File: src/rtl/uidbufirq_mc.sv
// uidbufirq_mc: AXI-Lite multi-channel interrupt, coalescing and buffer-status controller
module uidbufirq_mc #(
    parameter int CH_NUM    = 4,
    parameter int BUF_BITS  = 8,
    parameter int COAL_BITS = 4
) (
    input  logic                  S_AXI_ACLK,
    input  logic                  S_AXI_ARESETN,
    input  logic [5:0]            S_AXI_AWADDR,
    input  logic [2:0]            S_AXI_AWPROT,
    input  logic                  S_AXI_AWVALID,
    output logic                  S_AXI_AWREADY,
    input  logic [31:0]           S_AXI_WDATA,
    input  logic [3:0]            S_AXI_WSTRB,
    input  logic                  S_AXI_WVALID,
    output logic                  S_AXI_WREADY,
    output logic [1:0]            S_AXI_BRESP,
    output logic                  S_AXI_BVALID,
    input  logic                  S_AXI_BREADY,
    input  logic [5:0]            S_AXI_ARADDR,
    input  logic [2:0]            S_AXI_ARPROT,
    input  logic                  S_AXI_ARVALID,
    output logic                  S_AXI_ARREADY,
    output logic [31:0]           S_AXI_RDATA,
    output logic [1:0]            S_AXI_RRESP,
    output logic                  S_AXI_RVALID,
    input  logic                  S_AXI_RREADY,
    input  logic [CH_NUM-1:0]     ev_irq,
    input  logic [CH_NUM*8-1:0]   ev_buf,
    output logic                  irq_o
);
    logic                  aw_ready_q, aw_ready_d, b_valid_q, b_valid_d;
    logic                  ar_ready_q, ar_ready_d, r_valid_q, r_valid_d;
    logic [31:0]           r_data_q, r_data_d, rd_word;
    logic                  gen_q, gen_d, irq_q, irq_d;
    logic [CH_NUM-1:0]     en_q, en_d, pend_q, pend_d, ovf_q, ovf_d;
    logic [CH_NUM-1:0]     hit, pend_clr, ovf_clr;
    logic [COAL_BITS-1:0]  coal_q, coal_d;
    logic [COAL_BITS:0]    thr;
    logic [BUF_BITS-1:0]   buf_q [CH_NUM];
    logic [BUF_BITS-1:0]   buf_d [CH_NUM];
    logic [7:0]            evc_q [CH_NUM];
    logic [7:0]            evc_d [CH_NUM];
    logic [COAL_BITS-1:0]  cnt_q [CH_NUM];
    logic [COAL_BITS-1:0]  cnt_d [CH_NUM];
    logic                  wr_hs, rd_hs, coal_wr, en_wr;
    logic [3:0]            wa, ra;
    logic                  unused_in;

    assign unused_in = ^{S_AXI_AWADDR[1:0], S_AXI_ARADDR[1:0], S_AXI_AWPROT, S_AXI_ARPROT,
                         S_AXI_WSTRB, S_AXI_WDATA, ev_buf};

    assign wa      = S_AXI_AWADDR[5:2];
    assign ra      = S_AXI_ARADDR[5:2];
    assign wr_hs   = aw_ready_q & S_AXI_AWVALID & S_AXI_WVALID;
    assign rd_hs   = ar_ready_q & S_AXI_ARVALID;
    assign coal_wr = wr_hs && wa == 4'h4;
    assign en_wr   = wr_hs && wa == 4'h1;

    assign S_AXI_AWREADY = aw_ready_q;
    assign S_AXI_WREADY  = aw_ready_q;
    assign S_AXI_BVALID  = b_valid_q;
    assign S_AXI_BRESP   = 2'b00;
    assign S_AXI_ARREADY = ar_ready_q;
    assign S_AXI_RVALID  = r_valid_q;
    assign S_AXI_RRESP   = 2'b00;
    assign S_AXI_RDATA   = r_data_q;
    assign irq_o         = irq_q;

    // Ready flags are single-cycle pulses; an outstanding response blocks the next accept.
    always_comb begin
        aw_ready_d = ~aw_ready_q & S_AXI_AWVALID & S_AXI_WVALID & ~b_valid_q;
        b_valid_d  = wr_hs | (b_valid_q & ~S_AXI_BREADY);
        ar_ready_d = ~ar_ready_q & S_AXI_ARVALID & ~r_valid_q;
        r_valid_d  = rd_hs | (r_valid_q & ~S_AXI_RREADY);
        r_data_d   = rd_hs ? rd_word : r_data_q;
    end

    always_comb begin
        rd_word = '0;
        case (ra)
            4'h0: rd_word[0] = gen_q;
            4'h1: rd_word[CH_NUM-1:0] = en_q;
            4'h2: rd_word[CH_NUM-1:0] = pend_q;
            4'h3: rd_word[CH_NUM-1:0] = ovf_q;
            4'h4: rd_word[COAL_BITS-1:0] = coal_q;
            default: begin
                for (int i = 0; i < CH_NUM; i++) begin
                    if (ra == 4'(8 + i)) begin
                        rd_word[BUF_BITS-1:0] = buf_q[i];
                        rd_word[23:16]        = evc_q[i];
                    end
                end
            end
        endcase
    end

    always_comb begin
        thr      = (coal_q == '0) ? (COAL_BITS+1)'(1) : {1'b0, coal_q};
        pend_clr = (wr_hs && wa == 4'h2) ? S_AXI_WDATA[CH_NUM-1:0] : '0;
        ovf_clr  = (wr_hs && wa == 4'h3) ? S_AXI_WDATA[CH_NUM-1:0] : '0;
        gen_d    = (wr_hs && wa == 4'h0) ? S_AXI_WDATA[0] : gen_q;
        en_d     = en_wr ? S_AXI_WDATA[CH_NUM-1:0] : en_q;
        coal_d   = coal_wr ? S_AXI_WDATA[COAL_BITS-1:0] : coal_q;
        hit      = '0;
        for (int i = 0; i < CH_NUM; i++) begin
            hit[i]   = ev_irq[i] & en_q[i] & (({1'b0, cnt_q[i]} + (COAL_BITS+1)'(1)) >= thr);
            buf_d[i] = ev_irq[i] ? ev_buf[8*i +: BUF_BITS] : buf_q[i];
            evc_d[i] = evc_q[i] + {7'd0, ev_irq[i]};
            cnt_d[i] = (coal_wr || (en_wr && !S_AXI_WDATA[i])) ? '0 :
                       (ev_irq[i] & en_q[i]) ? (hit[i] ? '0 : cnt_q[i] + COAL_BITS'(1)) : cnt_q[i];
        end
        // A new set beats a same-cycle clear; overflow only counts sets onto an uncleared pending bit.
        pend_d = hit | (pend_q & ~pend_clr);
        ovf_d  = (hit & pend_q & ~pend_clr) | (ovf_q & ~ovf_clr);
        irq_d  = gen_q & |(pend_q & en_q);
    end

    always_ff @(posedge S_AXI_ACLK or negedge S_AXI_ARESETN) begin
        if (!S_AXI_ARESETN) begin
            aw_ready_q <= 1'b0;
            b_valid_q  <= 1'b0;
            ar_ready_q <= 1'b0;
            r_valid_q  <= 1'b0;
            r_data_q   <= '0;
            gen_q      <= 1'b0;
            en_q       <= '0;
            pend_q     <= '0;
            ovf_q      <= '0;
            coal_q     <= '0;
            irq_q      <= 1'b0;
            for (int i = 0; i < CH_NUM; i++) begin
                buf_q[i] <= '0;
                evc_q[i] <= '0;
                cnt_q[i] <= '0;
            end
        end else begin
            aw_ready_q <= aw_ready_d;
            b_valid_q  <= b_valid_d;
            ar_ready_q <= ar_ready_d;
            r_valid_q  <= r_valid_d;
            r_data_q   <= r_data_d;
            gen_q      <= gen_d;
            en_q       <= en_d;
            pend_q     <= pend_d;
            ovf_q      <= ovf_d;
            coal_q     <= coal_d;
            irq_q      <= irq_d;
            for (int i = 0; i < CH_NUM; i++) begin
                buf_q[i] <= buf_d[i];
                evc_q[i] <= evc_d[i];
                cnt_q[i] <= cnt_d[i];
            end
        end
    end
endmodule

File: config.mk
export PLATFORM = sky130hd
export DESIGN_NAME = uidbufirq_mc
export DESIGN_NICKNAME = d
export VERILOG_FILES = /design/src/rtl/uidbufirq_mc.sv
export SDC_FILE = /design/constraint.sdc
export NUM_CORES = 1
export LEC_CHECK = 0
export BUFFER_PORTS_ARGS = -buffer_cell sky130_fd_sc_hd__clkbuf_2
export CORE_MARGIN = 4
export CORE_UTILIZATION = 58
export DETAILED_ROUTE_END_ITERATION = 8
export GPL_ROUTABILITY_DRIVEN = 0
export PLACE_DENSITY_LB_ADDON = 0.15
export SKIP_CTS_REPAIR_TIMING = 1
export SYNTH_ARGS = -nofsm -noshare
export SYNTH_HDL_FRONTEND = slang
export SYNTH_SLANG_ARGS = --single-unit
File: constraint.sdc
create_clock -name S_AXI_ACLK -period 3.3 [get_ports S_AXI_ACLK]
set_input_delay 0.66 -clock S_AXI_ACLK [delete_from_list [all_inputs] [get_ports S_AXI_ACLK]]
set_output_delay 0.66 -clock S_AXI_ACLK [all_outputs]
set_load 0.05 [all_outputs]
=== Yosys cells after proc, flatten, opt, wreduce, memory -nomap -nowiden ===
Cells that the tools add are included.

* Bits in registers: 118
* Bits of input ports: 97
* Word-level logic and storage cells: 140

* Reductions and logical operators: 26
* Mux-type cells: 27
* Bitwise gates (word level): 36
* Equality and inequality tests: 12
* Add/subtract/negate cells: 12
* Order comparisons: 4

{| class="wikitable"
|+ Operators by type and width
! cell !! number
|-
| 8-bit 2-to-1 mux || 9
|-
| 4-bit 2-to-1 mux || 16
|-
| 8-bit by 1-bit adder with 8-bit output || 4
|-
| 4-bit by 1-bit adder with 5-bit output, second input constant || 4
|-
| 4-bit AND || 5
|-
| 5-bit by 4-bit >= comparator with 1-bit output || 4
|-
| 1-bit AND || 19
|-
| 4-bit by 1-bit adder with 4-bit output, second input constant || 4
|-
| 4-bit by 2-bit == test with 1-bit output, second input constant || 4
|-
| 4-bit == test, second input constant || 4
|-
| 3-bit case mux with 5 select lines || 1
|-
| 4-bit zero test || 3
|-
| 1-bit logical AND || 9
|-
| 4-bit by 1-bit == test with 1-bit output, second input constant || 2
|-
| 4-bit by 3-bit == test with 1-bit output, second input constant || 2
|-
| 4-bit inverter || 2
|-
| 4-bit bitwise OR || 2
|-
| 2-bit nonzero test || 4
|-
| 1-bit inverter || 6
|-
| 1-bit case mux with 5 select lines || 1
|-
| 5-bit OR reduction || 1
|-
| 1-bit zero test || 4
|-
| 1-bit logical OR || 4
|-
| 4-bit OR reduction || 1
|-
| 1-bit bitwise OR || 2
|}

=== Logic depth before layout (Yosys ltp) ===
Gate-level depths: netlist of run 1.

* Depth in word-level cells: 7
* Gate-level depth with buffers: 9

=== Worst setup path after synthesis of run 1 ===
OpenSTA, ideal clock, no wires.

* Path type: register to register
* Start point: register coal_q[2]
* End point: register cnt_q[0] (netlist bit)
* Path slack: 1229 ps
* Data arrival time: 1994 ps
* Clock period less this slack: 2071 ps
* Buffers on the path: 0
* Setup time: 77 ps
* Stages on the path, launching flop included: 10
* Path through: dfrtp_1 inv_1 a31o_2 ha_1 nand2b_1 a21oi_1 maj3_2 o21ai_2 or3_1 a21oi_1

* Longest elaborated chain between the ends: 7

{| class="wikitable"
|+ RTL lines
! what !! RTL line !! source
|-
| start, declared || 38 || <nowiki>logic [COAL_BITS-1:0] coal_q, coal_d;</nowiki>
|-
| start signal, assigned || 147 || <nowiki>coal_q <= coal_d;</nowiki>
|-
| 4-bit zero test || 99 || <nowiki>thr = (coal_q == '0) ? (COAL_BITS+1)'(1) : {1'b0, coal_q};</nowiki>
|-
| 4-bit 2-to-1 mux * || 99 ||
|-
| 5-bit by 4-bit >= comparator with 1-bit output * || 107 || <nowiki>hit[i] = ev_irq[i] & en_q[i] & (({1'b0, cnt_q[i]} + (COAL_BITS+1)'(1)) >= thr);</nowiki>
|-
| 1-bit AND * || 107 ||
|-
| 4-bit 2-to-1 mux * (2 in a row) || 111 || <nowiki>(ev_irq[i] & en_q[i]) ? (hit[i] ? '0 : cnt_q[i] + COAL_BITS'(1)) : cnt_q[i];</nowiki>
|-
| 4-bit 2-to-1 mux * || 110 || <nowiki>cnt_d[i] = (coal_wr || (en_wr && !S_AXI_WDATA[i])) ? '0 :</nowiki>
|-
| end signal, assigned by index || 152 || <nowiki>cnt_q[i] <= cnt_d[i];</nowiki>
|-
| end, declared || 44 || <nowiki>logic [COAL_BITS-1:0] cnt_q [CH_NUM];</nowiki>
|}

Mark *: on every way between the ends. The rest lies on a longest branch, timed or not. The select of a mux whose other input is x is not followed.
A chain may end at the register's enable or synchronous reset.

=== Final worst setup path of run 1 ===
Same ends and word-level chain as after synthesis.

==> qor.tcl, run 1 <==
set qor(netlist_top_cells_area) {sky130_fd_sc_hd__dfrtp_1 (50%), sky130_fd_sc_hd__mux2_2 (7.4%), sky130_fd_sc_hd__mux4_2 (6.5%)}
set qor(wirelength_um) 12670
set qor(track_usage_pct) 23.12
set qor(grt_pass1_vias) 4099
set qor(post-route-min-period_ns) 2.393
set qor(wire_length_of_the_first_global_routing_pass_um) 20760
set qor(port_buffers) 76
set qor(launching_element_type_of_the_critical_path) {flip-flop}
set qor(setup_violating_endpoint_count_in_the_final_report) 0
set qor(synth-warning-count) 0
set qor(number_of_filler_cells_placed_in_the_layout) 701
set qor(grt_start_max_net_pins) 62
set qor(asyncSetResetFlopFracSynth_pct) 100.0
set qor(timing.final.crit_share_pct) 72.51
set qor(worst_hold_path_type) {in -> async}
set qor(synthToLayoutAreaGrowth_pct) 16.10
set qor(fp.dieH_um) 109.0
set qor(netlist_instances) 489
set qor(number_of_different_library_cells_in_the_post_synthesis_netlist) 57
set qor(path_class) {reg -> reg}
set qor(width_of_the_die_um) 109.0
set qor(cells_along_the_critical_path) {inv_1, a31o_2, ha_1, nand2b_1, a21oi_1, maj3_2, o21ai_2, or3_1, a21oi_1}
set qor(run_status) {finished, final reports clean}
set qor(path_common_cell) {sky130_fd_sc_hd__a21oi_1}
set qor(cell_at_the_root_of_the_clock_tree) {sky130_fd_sc_hd__clkbuf_8}
set qor(vdd_drop_max_v) 0.0003998
set qor(critPathArrivalTime_ns) 2.82
set qor(layout_cells_sized_above_1_pct) 30.64
set qor(htreeDepth) 4
set qor(cp.required_ns) 3.73
set qor(ant_diodes) 0
set qor(nets) 693
set qor(drtPass1Iterations) 4
set qor(ctsLongestPathBuffers) 2
set qor(cp_num_buf_inv) 1
set qor(power.static_leakage_nw) 3.232
set qor(rows) 36
set qor(grt_antenna_before_repair) 0
set qor(utilization_pct) 69.69
set qor(avgSynthCellArea_um2) 12.11
set qor(number_of_buffers_added_by_the_clock_tree_synthesis_step) 17
set qor(tightest_slew_ns) 0.7046
set qor(io-pin-count) 139
set qor(multi_input_area_um2) 2745
set qor(drt-initial-drc-count) 181
set qor(maxSlewHeadroom_pct) 52.91
set qor(fp.dieArea_um2) 11890
set qor(wire_per_inst_um) 17.74
set qor(synth-edff-count) 0
set qor(via_count) 4026
set qor(drc) 0
set qor(core_area_um2) 9864
set qor(critical_path.max_fanout) 6
set qor(syn-cell-area_um2) 5921
set qor(floorplan.initialDensity_pct) 60.02
set qor(drv_slew) 0
set qor(clock_insertion_delay_worst_skew_ns) 0.51
set qor(yosysTopAreaCell) {sky130_fd_sc_hd__dfrtp_1}
set qor(final-seq-area_um2) 2953
set qor(worst_path_largest_cell_delay_ns) 0.50
set qor(fin_skew_ns) 0.01050
set qor(setup.worst_path.end_class) {flip-flop}
set qor(postSynth.topFlopCell) {sky130_fd_sc_hd__dfrtp_1}
set qor(fin_tns_setup_ns) 0
set qor(dp_hpwl_um) 9105
set qor(post_route_antenna_net_violation_count) 0
set qor(critical_path_slowest_stage_cell) {sky130_fd_sc_hd__dfrtp_1}
set qor(clock_sinks) 118
set qor(power-per-cell-area_nw_per_um2) 683.1
set qor(cp_top_family) {compound AO/OA/AOI/OAI gates}
set qor(ys_ff_latch) 118
set qor(route.detailed.vias_per_inst) 5.639
set qor(gr-total-overflow) 0
set qor(synth_seq_area_share_pct) 49.87
set qor(fmax_mhz) 417.9
set qor(final-hold-violation-count) 0
set qor(rsz_0062_raised_after_global_routing) {false}
set qor(clk_pin_slew_worst_paths_ns) 0.05
set qor(tritoncts) {built}
set qor(synth_top_cell_area_share_pct) 49.87
set qor(drv.max_cap_violation_count) 0
[Yosys cell counts, drive strengths merged (5+ instances only)]
cell    number
mux2        39
a22o        13
nand3       22
clkbuf       7
nand2b       6
o21ai       18
xnor2       23
nor3         5
ha          25
inv         15
a21oi       14
buf         30
xor2        12
nor2        19
dfrtp      118
nand2       36
a31oi        6
mux4        17
and3         5
[final timing paths]
| path | from | endpoint | slack, ns | cells past startpoint |
|---|---|---|---|---|
| worst max-delay path | coal_q[2] | cnt_q[0] | 0.91 | 9 |
| worst min-delay path | S_AXI_ARESETN | S_AXI_RDATA[17] | 0.08 | 1 |
| worst max register to register | coal_q[2] | cnt_q[0] | 0.91 | 9 |
| worst min register to register | S_AXI_RVALID | S_AXI_ARREADY | 0.46 | 1 |
| max in group asynchronous | S_AXI_ARESETN | S_AXI_RDATA[4] | 2.51 | 2 |
| min in group S_AXI_ACLK | S_AXI_BREADY | S_AXI_BVALID | 0.33 | 2 |
[routing by layer]
layer | GRT usage (%) | share of wire (%) | vias up | wire [µm]
li1 | - | - | 1901 | -
met1 | 30.15 | 43 | 1987 | 5474
met5 | 0 | 0 | - | 0
met4 | 6.312 | 1.0 | 0 | 128
met2 | 38.51 | 50 | 125 | 6286
met3 | 5.980 | 6.1 | 13 | 776
[state kept, by name, indices dropped and copies added (netlist names), 4 cells and up]
name,count
evc_q,32
ovf_q,4
en_q,4
S_AXI_RDATA,16
pend_q,4
coal_q,4
buf_q,32
cnt_q,16
[report_power, final]
part / internal [mW] / leakage (nW) / switching (mW)
logic: 0.457 / 1.48 / 0.568
registers: 1.75 / 1.49 / 0.296
clock network: 1.04 / 0.260 / 0.591
total: 3.24 / 3.23 / 1.46
[per-stage QoR]
step	setup WS (ns)	hold slack [ns]	std cells	area [µm²]	total power, mW
finish	0.9072	0.08443	714	6874	4.696
global route	0.7141	0.1028	714	6874	4.962
CTS	0.8989	0.08286	714	6874	4.727
detailed placement	0.9334	0.4565	685	6354	3.083
global placement	0.9701	0.4427	685	6354	3.019
floorplan	1.229	0.3644	508	5992	2.783
[layout make-up]
cell class	instances	area share, %
Multi-Input combinational cell	338	39.93
Sequential cell	118	42.96
Tap cell	133	2.421
Timing Repair Buffer	81	6.298
Clock buffer	24	6.844
Inverter	15	0.8191
Clock inverter	5	0.7281
[cell usage in the layout, fill, tap and decap left out, types with 4 or more instances in the layout]
master,instances
sky130_fd_sc_hd__a22o_1,13
sky130_fd_sc_hd__dfrtp_1,118
sky130_fd_sc_hd__conb_1,20
sky130_fd_sc_hd__nand3b_1,4
sky130_fd_sc_hd__clkinv_2,4
sky130_fd_sc_hd__a22oi_1,4
sky130_fd_sc_hd__mux4_2,17
sky130_fd_sc_hd__mux2_2,39
sky130_fd_sc_hd__xor2_1,12
sky130_fd_sc_hd__xnor2_1,23
sky130_fd_sc_hd__a31oi_1,6
sky130_fd_sc_hd__nand3_1,22
sky130_fd_sc_hd__nor2b_1,4
sky130_fd_sc_hd__o21ai_0,13
sky130_fd_sc_hd__o21a_1,4
sky130_fd_sc_hd__clkbuf_1,4
sky130_fd_sc_hd__a21oi_1,14
sky130_fd_sc_hd__clkbuf_16,16
sky130_fd_sc_hd__o21ai_2,4
sky130_fd_sc_hd__inv_1,15
sky130_fd_sc_hd__nand2b_1,6
sky130_fd_sc_hd__nor3_1,5
sky130_fd_sc_hd__and3_1,5
sky130_fd_sc_hd__nand2_1,36
sky130_fd_sc_hd__nor2_1,17
sky130_fd_sc_hd__clkbuf_8,4
sky130_fd_sc_hd__ha_1,25
sky130_fd_sc_hd__clkbuf_2,75
sky130_fd_sc_hd__buf_4,5
[logic make-up (layout without fill, tap and decap cells)]
logic type | Yosys count | after routing | share of synthesized area (%)
xor+xnor | 35 | 35 | 5.177
flops | 118 | 118 | 49.87
fa+ha+maj | 27 | 27 | 5.664
other cells | 1 | 20 | 0.06334
buf+inv | 52 | 125 | 5.051
simple gates | 118 | 118 | 10.25
mux | 58 | 58 | 14.22
compound gates | 80 | 80 | 9.700
[worst reg2reg max path, cell delays in order, from the launching register on]
cell and delay [ns]:
sky130_fd_sc_hd__dfrtp_1 0.50, sky130_fd_sc_hd__inv_1 0.13, sky130_fd_sc_hd__a31o_2 0.31, sky130_fd_sc_hd__ha_1 0.27
sky130_fd_sc_hd__nand2b_1 0.14, sky130_fd_sc_hd__a21oi_1 0.16, sky130_fd_sc_hd__maj3_2 0.24, sky130_fd_sc_hd__o21ai_2 0.10
sky130_fd_sc_hd__or3_1 0.33, sky130_fd_sc_hd__a21oi_1 0.13
(Power assumes the default switching activity.)
==> run 2: changes to the inputs <==
--- a/config.mk
+++ b/config.mk
@@ -7,7 +7,7 @@
 export LEC_CHECK = 0
 export BUFFER_PORTS_ARGS = -buffer_cell sky130_fd_sc_hd__clkbuf_2
 export CORE_MARGIN = 4
-export CORE_UTILIZATION = 58
+export CORE_UTILIZATION = 49
 export DETAILED_ROUTE_END_ITERATION = 8
 export GPL_ROUTABILITY_DRIVEN = 0
 export PLACE_DENSITY_LB_ADDON = 0.15
==> constraint.sdc (replaced) <==
create_clock -name S_AXI_ACLK -period 2.2 [get_ports S_AXI_ACLK]
set_input_delay 0.44 -clock S_AXI_ACLK [delete_from_list [all_inputs] [get_ports S_AXI_ACLK]]
set_output_delay 0.44 -clock S_AXI_ACLK [all_outputs]
set_load 0.05 [all_outputs]
==> qor.tcl, run 2 (synthesis results as in run 1) <==
set qor(worst_path_largest_cell_delay_ns) 0.43 ;# -0.07 ns
set qor(drtPass1Iterations) 4 ;# unchanged
set qor(grt_antenna_before_repair) 0 ;# unchanged
set qor(power_report.internal_total_mw) 4.922 ;# +52%
set qor(p_sw_mw) 2.283 ;# +57%
set qor(drc) 0 ;# unchanged
set qor(worst_hold_path_type) {in -> async}
set qor(io-pin-count) 139 ;# unchanged
set qor(path_class) {reg -> reg}
set qor(wire_per_inst_um) 17.48 ;# -1.5%
set qor(cp_top_family) {simple AND/OR/NAND/NOR gates}
set qor(drv_slew) 0 ;# unchanged
set qor(clk_pin_slew_worst_paths_ns) 0.05 ;# about the same
set qor(report.power.total_mw) 7.205 ;# +53%
set qor(rsz_0062_raised_after_global_routing) {true}
set qor(clock_insertion_delay_worst_skew_ns) 0.41 ;# -0.10 ns
set qor(dp_hpwl_um) 9704 ;# +6.6%
set qor(timing.final.crit_share_pct) 95.82 ;# +23 points
set qor(core_area_um2) 11610 ;# +18%
set qor(post-route-min-period_ns) 2.108 ;# -0.2847 ns
set qor(clkPwrFrac_pct) 35.3 ;# +0.6 points
set qor(ant_diodes) 0 ;# unchanged
set qor(ctsLongestPathBuffers) 2 ;# unchanged
set qor(width_of_the_die_um) 117.9 ;# +8.1%
set qor(drt-initial-drc-count) 159 ;# -12%
set qor(grt_start_max_net_pins) 52 ;# -16%
set qor(post_route_antenna_net_violation_count) 0 ;# unchanged
set qor(fin_skew_ns) 0.007010 ;# -0.003488 ns
set qor(synthToLayoutAreaGrowth_pct) 20.20
set qor(grt_pass1_vias) 4320 ;# +5.4%
set qor(finalNonFillerCells) 747 ;# +4.6%
set qor(placed_cell_area_um2) 6509 ;# +2.4%
set qor(final-hold-violation-count) 0 ;# unchanged
set qor(power-per-cell-area_nw_per_um2) 1012 ;# +48%
set qor(track_usage_pct) 19.85 ;# -3.3 points
set qor(fp.dieArea_um2) 13910 ;# +17%
set qor(drv.max_cap_violation_count) 0 ;# unchanged
set qor(layout_cells_sized_above_1_pct) 34.60 ;# +4.0 points
set qor(leading_cell_type_in_the_layout_fill_and_taps_excluded) {sky130_fd_sc_hd__dfrtp_1}
set qor(maxSlewHeadroom_pct) 64.90 ;# +12 points
set qor(tightest_slew_ns) 0.5265 ;# -0.1781 ns
set qor(rows) 39 ;# +8.3%
set qor(cp_num_buf_inv) 1 ;# unchanged
set qor(route.detailed.vias_per_inst) 5.467 ;# -3.0%
set qor(critPathArrivalTime_ns) 2.45 ;# -0.37 ns
set qor(power.static_leakage_nw) 3.346 ;# +3.5%
set qor(port_buffers) 76 ;# unchanged
set qor(cell_at_the_root_of_the_clock_tree) {sky130_fd_sc_hd__clkbuf_16}
set qor(cp.required_ns) 2.54 ;# -1.19 ns
set qor(stdcell_area_um2) 7117 ;# +3.5%
set qor(setup_slack_ns) 0.09187 ;# -0.8153 ns
set qor(layout.cells.most_common_list) {sky130_fd_sc_hd__dfrtp_1 (117), sky130_fd_sc_hd__clkbuf_2 (75), sky130_fd_sc_hd__mux2_2 (39)}
set qor(vdd_drop_max_v) 0.0005963 ;# +49%
set qor(wirelength_um) 13060 ;# +3.1%
set qor(launching_element_type_of_the_critical_path) {flip-flop}
set qor(clock_sinks) 118 ;# unchanged
set qor(setup.worst_path.end_class) {flip-flop}
set qor(run_status) {finished, final reports clean}
set qor(power.share.switching_pct) 31.69 ;# +0.68 points
set qor(tritoncts) {built}
set qor(fp.dieH_um) 117.9 ;# +8.1%
set qor(dp_worst_setup_slack_ns) 0.05569 ;# -0.8777 ns
set qor(setup_violating_endpoint_count_in_the_final_report) 0 ;# unchanged
set qor(gr-total-overflow) 0 ;# unchanged
set qor(via_count) 4084 ;# +1.4%
set qor(htreeDepth) 4 ;# unchanged
set qor(layout_top_registers) {buf_q x32, evc_q x32}
set qor(power.share.combinational_pct) 22.4 ;# +0.6 points
set qor(seq_power_share_pct) 42.3 ;# -1.2 points
set qor(placedCellCount) 714 ;# +4.2%
set qor(critical_path_slowest_stage_cell) {sky130_fd_sc_hd__or3_4}
set qor(cells_along_the_critical_path) {nand3_2, xor2_2, inv_1, ha_4, nor3b_1, a311oi_1, o21ai_1, or3_4, o21ai_2}
set qor(critical_path.max_fanout) 3 ;# -3
set qor(number_of_buffers_added_by_the_clock_tree_synthesis_step) 17 ;# unchanged
set qor(wire_length_of_the_first_global_routing_pass_um) 21910 ;# +5.5%
set qor(nets) 713 ;# +2.9%
set qor(floorplan.initialDensity_pct) 50.98 ;# -9.0 points
set qor(fmax_mhz) 474.4 ;# +14%
-- run 2: cell count changes in the layout (fill, tap and decap cells not counted), sizes merged --
cell      before  now
clkinv         4    7
buf            6   26
clkbuf        99   94
clkinvlp       0    4
inv           15   16
-- run 2: path summary, 6_finish.rpt --
| check | start | to | slack [ns] | depth (start not counted) |
|---|---|---|---|---|
| worst min-delay path | S_AXI_ARESETN | evc_q[31] | 0.009 | 1 |
| worst max register to register | cnt_q[10] | cnt_q[11] | 0.09 | 9 |
| worst max-delay path | cnt_q[10] | cnt_q[11] | 0.09 | 9 |
| max in group asynchronous | S_AXI_ARESETN | evc_q[28] | 1.50 | 2 |
| min in group S_AXI_ACLK | S_AXI_BREADY | S_AXI_BVALID | 0.21 | 2 |
| worst min register to register | S_AXI_ARREADY | S_AXI_ARREADY | 0.46 | 1 |
-- run 2: worst reg2reg max path: cells and delay by family, from the launching register on --
kind / cells / cell delay, ns
DFF: 1 / 0.40
and+or+nand+nor: 3 / 0.66
buffers and inverters: 1 / 0.09
AOI/OAI and AO/OA: 3 / 0.50
xor gates and xnor gates: 1 / 0.18
adders and majority gates: 1 / 0.22
-- run 2: final cells by class --
cell class	instances	area, µm²
multi-input cells	338	2794
clock inverters	13	107.6
fillers	891	4497
well taps	143	178.9
inverters	15	56.30
clock buffers	19	442.9
flip-flops and latches	118	2954
repair buffers	101	583.1
-- run 2: power groups by stage --
stage               sequential [mW]  combinational (mW)  clock [mW]
finish                         3.04                1.62        2.55
global route                   3.12                1.81        2.71
CTS                            3.04                1.62        2.59
detailed placement             3.07                1.60           0
global placement               3.04                1.56           0
floorplan                      3.15                1.02           0
-- run 2: metrics by stage --
stage | utilization (%) | setup TNS (ns) | hold slack, ns
2_1_floorplan | - | 0 | 0.1444
3_3_place_gp | 56.04 | 0 | 0.4438
3_5_place_dp | 56.04 | 0 | 0.4506
4_1_cts | 60.78 | 0 | 0.01473
5_1_grt | 61.28 | -0.02531 | 0.02633
6_report | 61.28 | 0 | 0.008815
-- run 2: routing by layer --
layer,up-vias,GRT usage (%),part of all wire [%]
met2,102,33.31,49
met4,0,5.934,1.7
met3,18,5.094,4.4
li1,1941,-,-
met1,2023,25.42,45
met5,-,0,0
==> run 3: changes to the inputs <==
--- a/config.mk
+++ b/config.mk
@@ -6,11 +6,11 @@
 export NUM_CORES = 1
 export LEC_CHECK = 0
 export BUFFER_PORTS_ARGS = -buffer_cell sky130_fd_sc_hd__clkbuf_2
-export CORE_MARGIN = 4
+export CORE_MARGIN = 3
 export CORE_UTILIZATION = 49
 export DETAILED_ROUTE_END_ITERATION = 8
 export GPL_ROUTABILITY_DRIVEN = 0
-export PLACE_DENSITY_LB_ADDON = 0.15
+export PLACE_DENSITY = 0.89
 export SKIP_CTS_REPAIR_TIMING = 1
 export SYNTH_ARGS = -nofsm -noshare
 export SYNTH_HDL_FRONTEND = slang
==> qor.tcl, run 3 (synthesis results as in run 1) <==
set qor(grt_antenna_before_repair) 0 ;# unchanged
set qor(gr-total-overflow) 0 ;# unchanged
set qor(path_class) {reg -> reg}
set qor(track_usage_pct) 22.05 ;# +2.2 points
set qor(layout.cells.most_common_list) {sky130_fd_sc_hd__dfrtp_1 (118), sky130_fd_sc_hd__clkbuf_2 (75), sky130_fd_sc_hd__mux2_2 (39)}
set qor(setup.worst_path.end_class) {flip-flop}
set qor(r2r_start) {cnt_q[10]}
set qor(clk_pin_slew_worst_paths_ns) 0.05 ;# about the same
set qor(fin_tns_setup_ns) 0 ;# unchanged
set qor(number_of_buffers_added_by_the_clock_tree_synthesis_step) 17 ;# unchanged
set qor(setup_violating_endpoint_count_in_the_final_report) 0 ;# unchanged
set qor(grt_use_met3_pct) 7.624 ;# +2.5 points
set qor(fmax_mhz) 459.5 ;# -3.1%
set qor(layout_cells_sized_above_1_pct) 34.11 ;# -0.49 points
set qor(power.static_leakage_nw) 3.336 ;# -0.29%
set qor(wire_per_inst_um) 19.18 ;# +9.7%
set qor(fin_skew_ns) 0.008058 ;# +0.001048 ns
set qor(width_of_the_die_um) 115.9 ;# -1.7%
set qor(worst-r2r-setup-slack_ns) 0.02 ;# -0.07 ns
set qor(dp_worst_setup_slack_ns) 0.001538 ;# -0.05415 ns
set qor(grt_busiest_layer) {met2}
set qor(drtPass1Iterations) 7 ;# +3
set qor(ant_diodes) 0 ;# unchanged
set qor(fp.dieH_um) 115.9 ;# -1.7%
set qor(drv_slew) 0 ;# unchanged
set qor(clock_insertion_delay_worst_skew_ns) 0.42 ;# about the same
set qor(wirelength_um) 14210 ;# +8.9%
set qor(finalNonFillerCells) 741 ;# -0.80%
set qor(core_area_um2) 11610 ;# unchanged
set qor(wire_length_of_the_first_global_routing_pass_um) 22630 ;# +3.3%
set qor(placedCellCount) 706 ;# -1.1%
set qor(ctsLongestPathBuffers) 2 ;# unchanged
set qor(tightest_slew_ns) 0.6412 ;# +0.1147 ns
set qor(io-pin-count) 139 ;# unchanged
set qor(tritoncts) {built}
set qor(clock_sinks) 118 ;# unchanged
set qor(via_count) 4414 ;# +8.1%
set qor(drc) 0 ;# unchanged
set qor(number_of_cell_instances_on_the_worst_register_to_register_path) 9 ;# unchanged
set qor(critical_path.max_fanout) 3 ;# unchanged
set qor(worst_hold_path_type) {in -> async}
set qor(floorplan.initialDensity_pct) 50.98 ;# unchanged
set qor(use_met2_pct) 37.78 ;# +4.5 points
set qor(htreeDepth) 4 ;# unchanged
set qor(port_buffers) 76 ;# unchanged
set qor(post_route_antenna_net_violation_count) 0 ;# unchanged
set qor(drt-initial-drc-count) 397 ;# +150%
set qor(utilization_pct) 61.41 ;# +0.13 points
set qor(rsz_0062_raised_after_global_routing) {true}
set qor(cp.required_ns) 2.54 ;# about the same
set qor(dp_hpwl_um) 9818 ;# +1.2%
set qor(grt.met1_usage_pct) 25.51 ;# +0.095 points
set qor(drv.max_cap_violation_count) 0 ;# unchanged
set qor(report.power.total_mw) 7.570 ;# +5.1%
set qor(layout_top_registers) {buf_q x32, evc_q x32}
set qor(timing.final.crit_share_pct) 98.92 ;# +3.1 points
set qor(route.detailed.vias_per_inst) 5.957 ;# +9.0%
set qor(nets) 707 ;# -0.84%
set qor(power-per-cell-area_nw_per_um2) 1061 ;# +4.8%
set qor(maxSlewHeadroom_pct) 57.25 ;# -7.6 points
set qor(run_status) {finished, final reports clean}
set qor(grt_start_max_net_pins) 119 ;# +130%
set qor(critPathArrivalTime_ns) 2.52 ;# +0.07 ns
set qor(setup_slack_ns) 0.02373 ;# -0.06814 ns
set qor(synthToLayoutAreaGrowth_pct) 20.46
set qor(launching_element_type_of_the_critical_path) {flip-flop}
set qor(post-route-min-period_ns) 2.176 ;# +0.06814 ns
set qor(reg2reg_to) {cnt_q[8]}
set qor(rows) 39 ;# unchanged
set qor(final-hold-violation-count) 0 ;# unchanged
set qor(grt_pass1_vias) 4659 ;# +7.8%
set qor(vdd_drop_max_v) 0.0005928 ;# -0.58%
set qor(cell_at_the_root_of_the_clock_tree) {sky130_fd_sc_hd__clkbuf_16}
set qor(fp.dieArea_um2) 13440 ;# -3.4%
set qor(leading_cell_type_in_the_layout_fill_and_taps_excluded) {sky130_fd_sc_hd__dfrtp_1}
[run 3: layout make-up]
class / count / area [µm²]
clock buffers: 19 / 452.9
repair buffers: 95 / 538.0
clock inverters: 13 / 155.1
inverters: 15 / 56.30
fillers: 864 / 4482
well taps: 143 / 178.9
flip-flops and latches: 118 / 2953
multi-input cells: 338 / 2798
[run 3: metal layers]
metal / vias up / wire, µm
met5: - / 0
met4: 0 / 314
met3: 40 / 1067
met2: 229 / 7478
met1: 2210 / 5353
li1: 1935 / -
[run 3: worst max path at each step]
stage / startpoint / to / slack [ns] / cells after the start
after floorplan: coal_q[2] / cnt_q[0] / 0.13 / 9
after global placement: coal_q[1] / cnt_q[0] / 0.11 / 9
after detailed placement: cnt_q[10] / cnt_q[11] / 0.002 / 9
after CTS: cnt_q[10] / cnt_q[8] / 0.005 / 9
after global routing: cnt_q[10] / cnt_q[8] / -0.05 / 9
final: cnt_q[10] / cnt_q[8] / 0.02 / 9
[run 3: worst max-delay path, cell delays in order (launching register included)]
cell,delay (ns)
sky130_fd_sc_hd__dfrtp_1,0.40
sky130_fd_sc_hd__nand3_2,0.10
sky130_fd_sc_hd__xor2_2,0.18
sky130_fd_sc_hd__inv_2,0.07
sky130_fd_sc_hd__ha_4,0.21
sky130_fd_sc_hd__nor3b_1,0.14
sky130_fd_sc_hd__a311oi_1,0.29
sky130_fd_sc_hd__o21ai_1,0.14
sky130_fd_sc_hd__or3_4,0.44
sky130_fd_sc_hd__o21ai_2,0.14
[run 3: power breakdown]
part / internal, mW / total, mW / switching [mW]
sequential: 2.62 / 3.06 / 0.444
combinational: 0.742 / 1.68 / 0.939
clock: 1.83 / 2.83 / 0.998
[run 3: per-stage QoR]
step / instance area, µm² / hold WS [ns]
5_1_grt: 7132 / 0.1300
3_5_place_dp: 6449 / 0.4587
3_3_place_gp: 6449 / 0.4411
4_1_cts: 7057 / 0.1406
2_1_floorplan: 5992 / 0.1444
6_report: 7132 / 0.06730
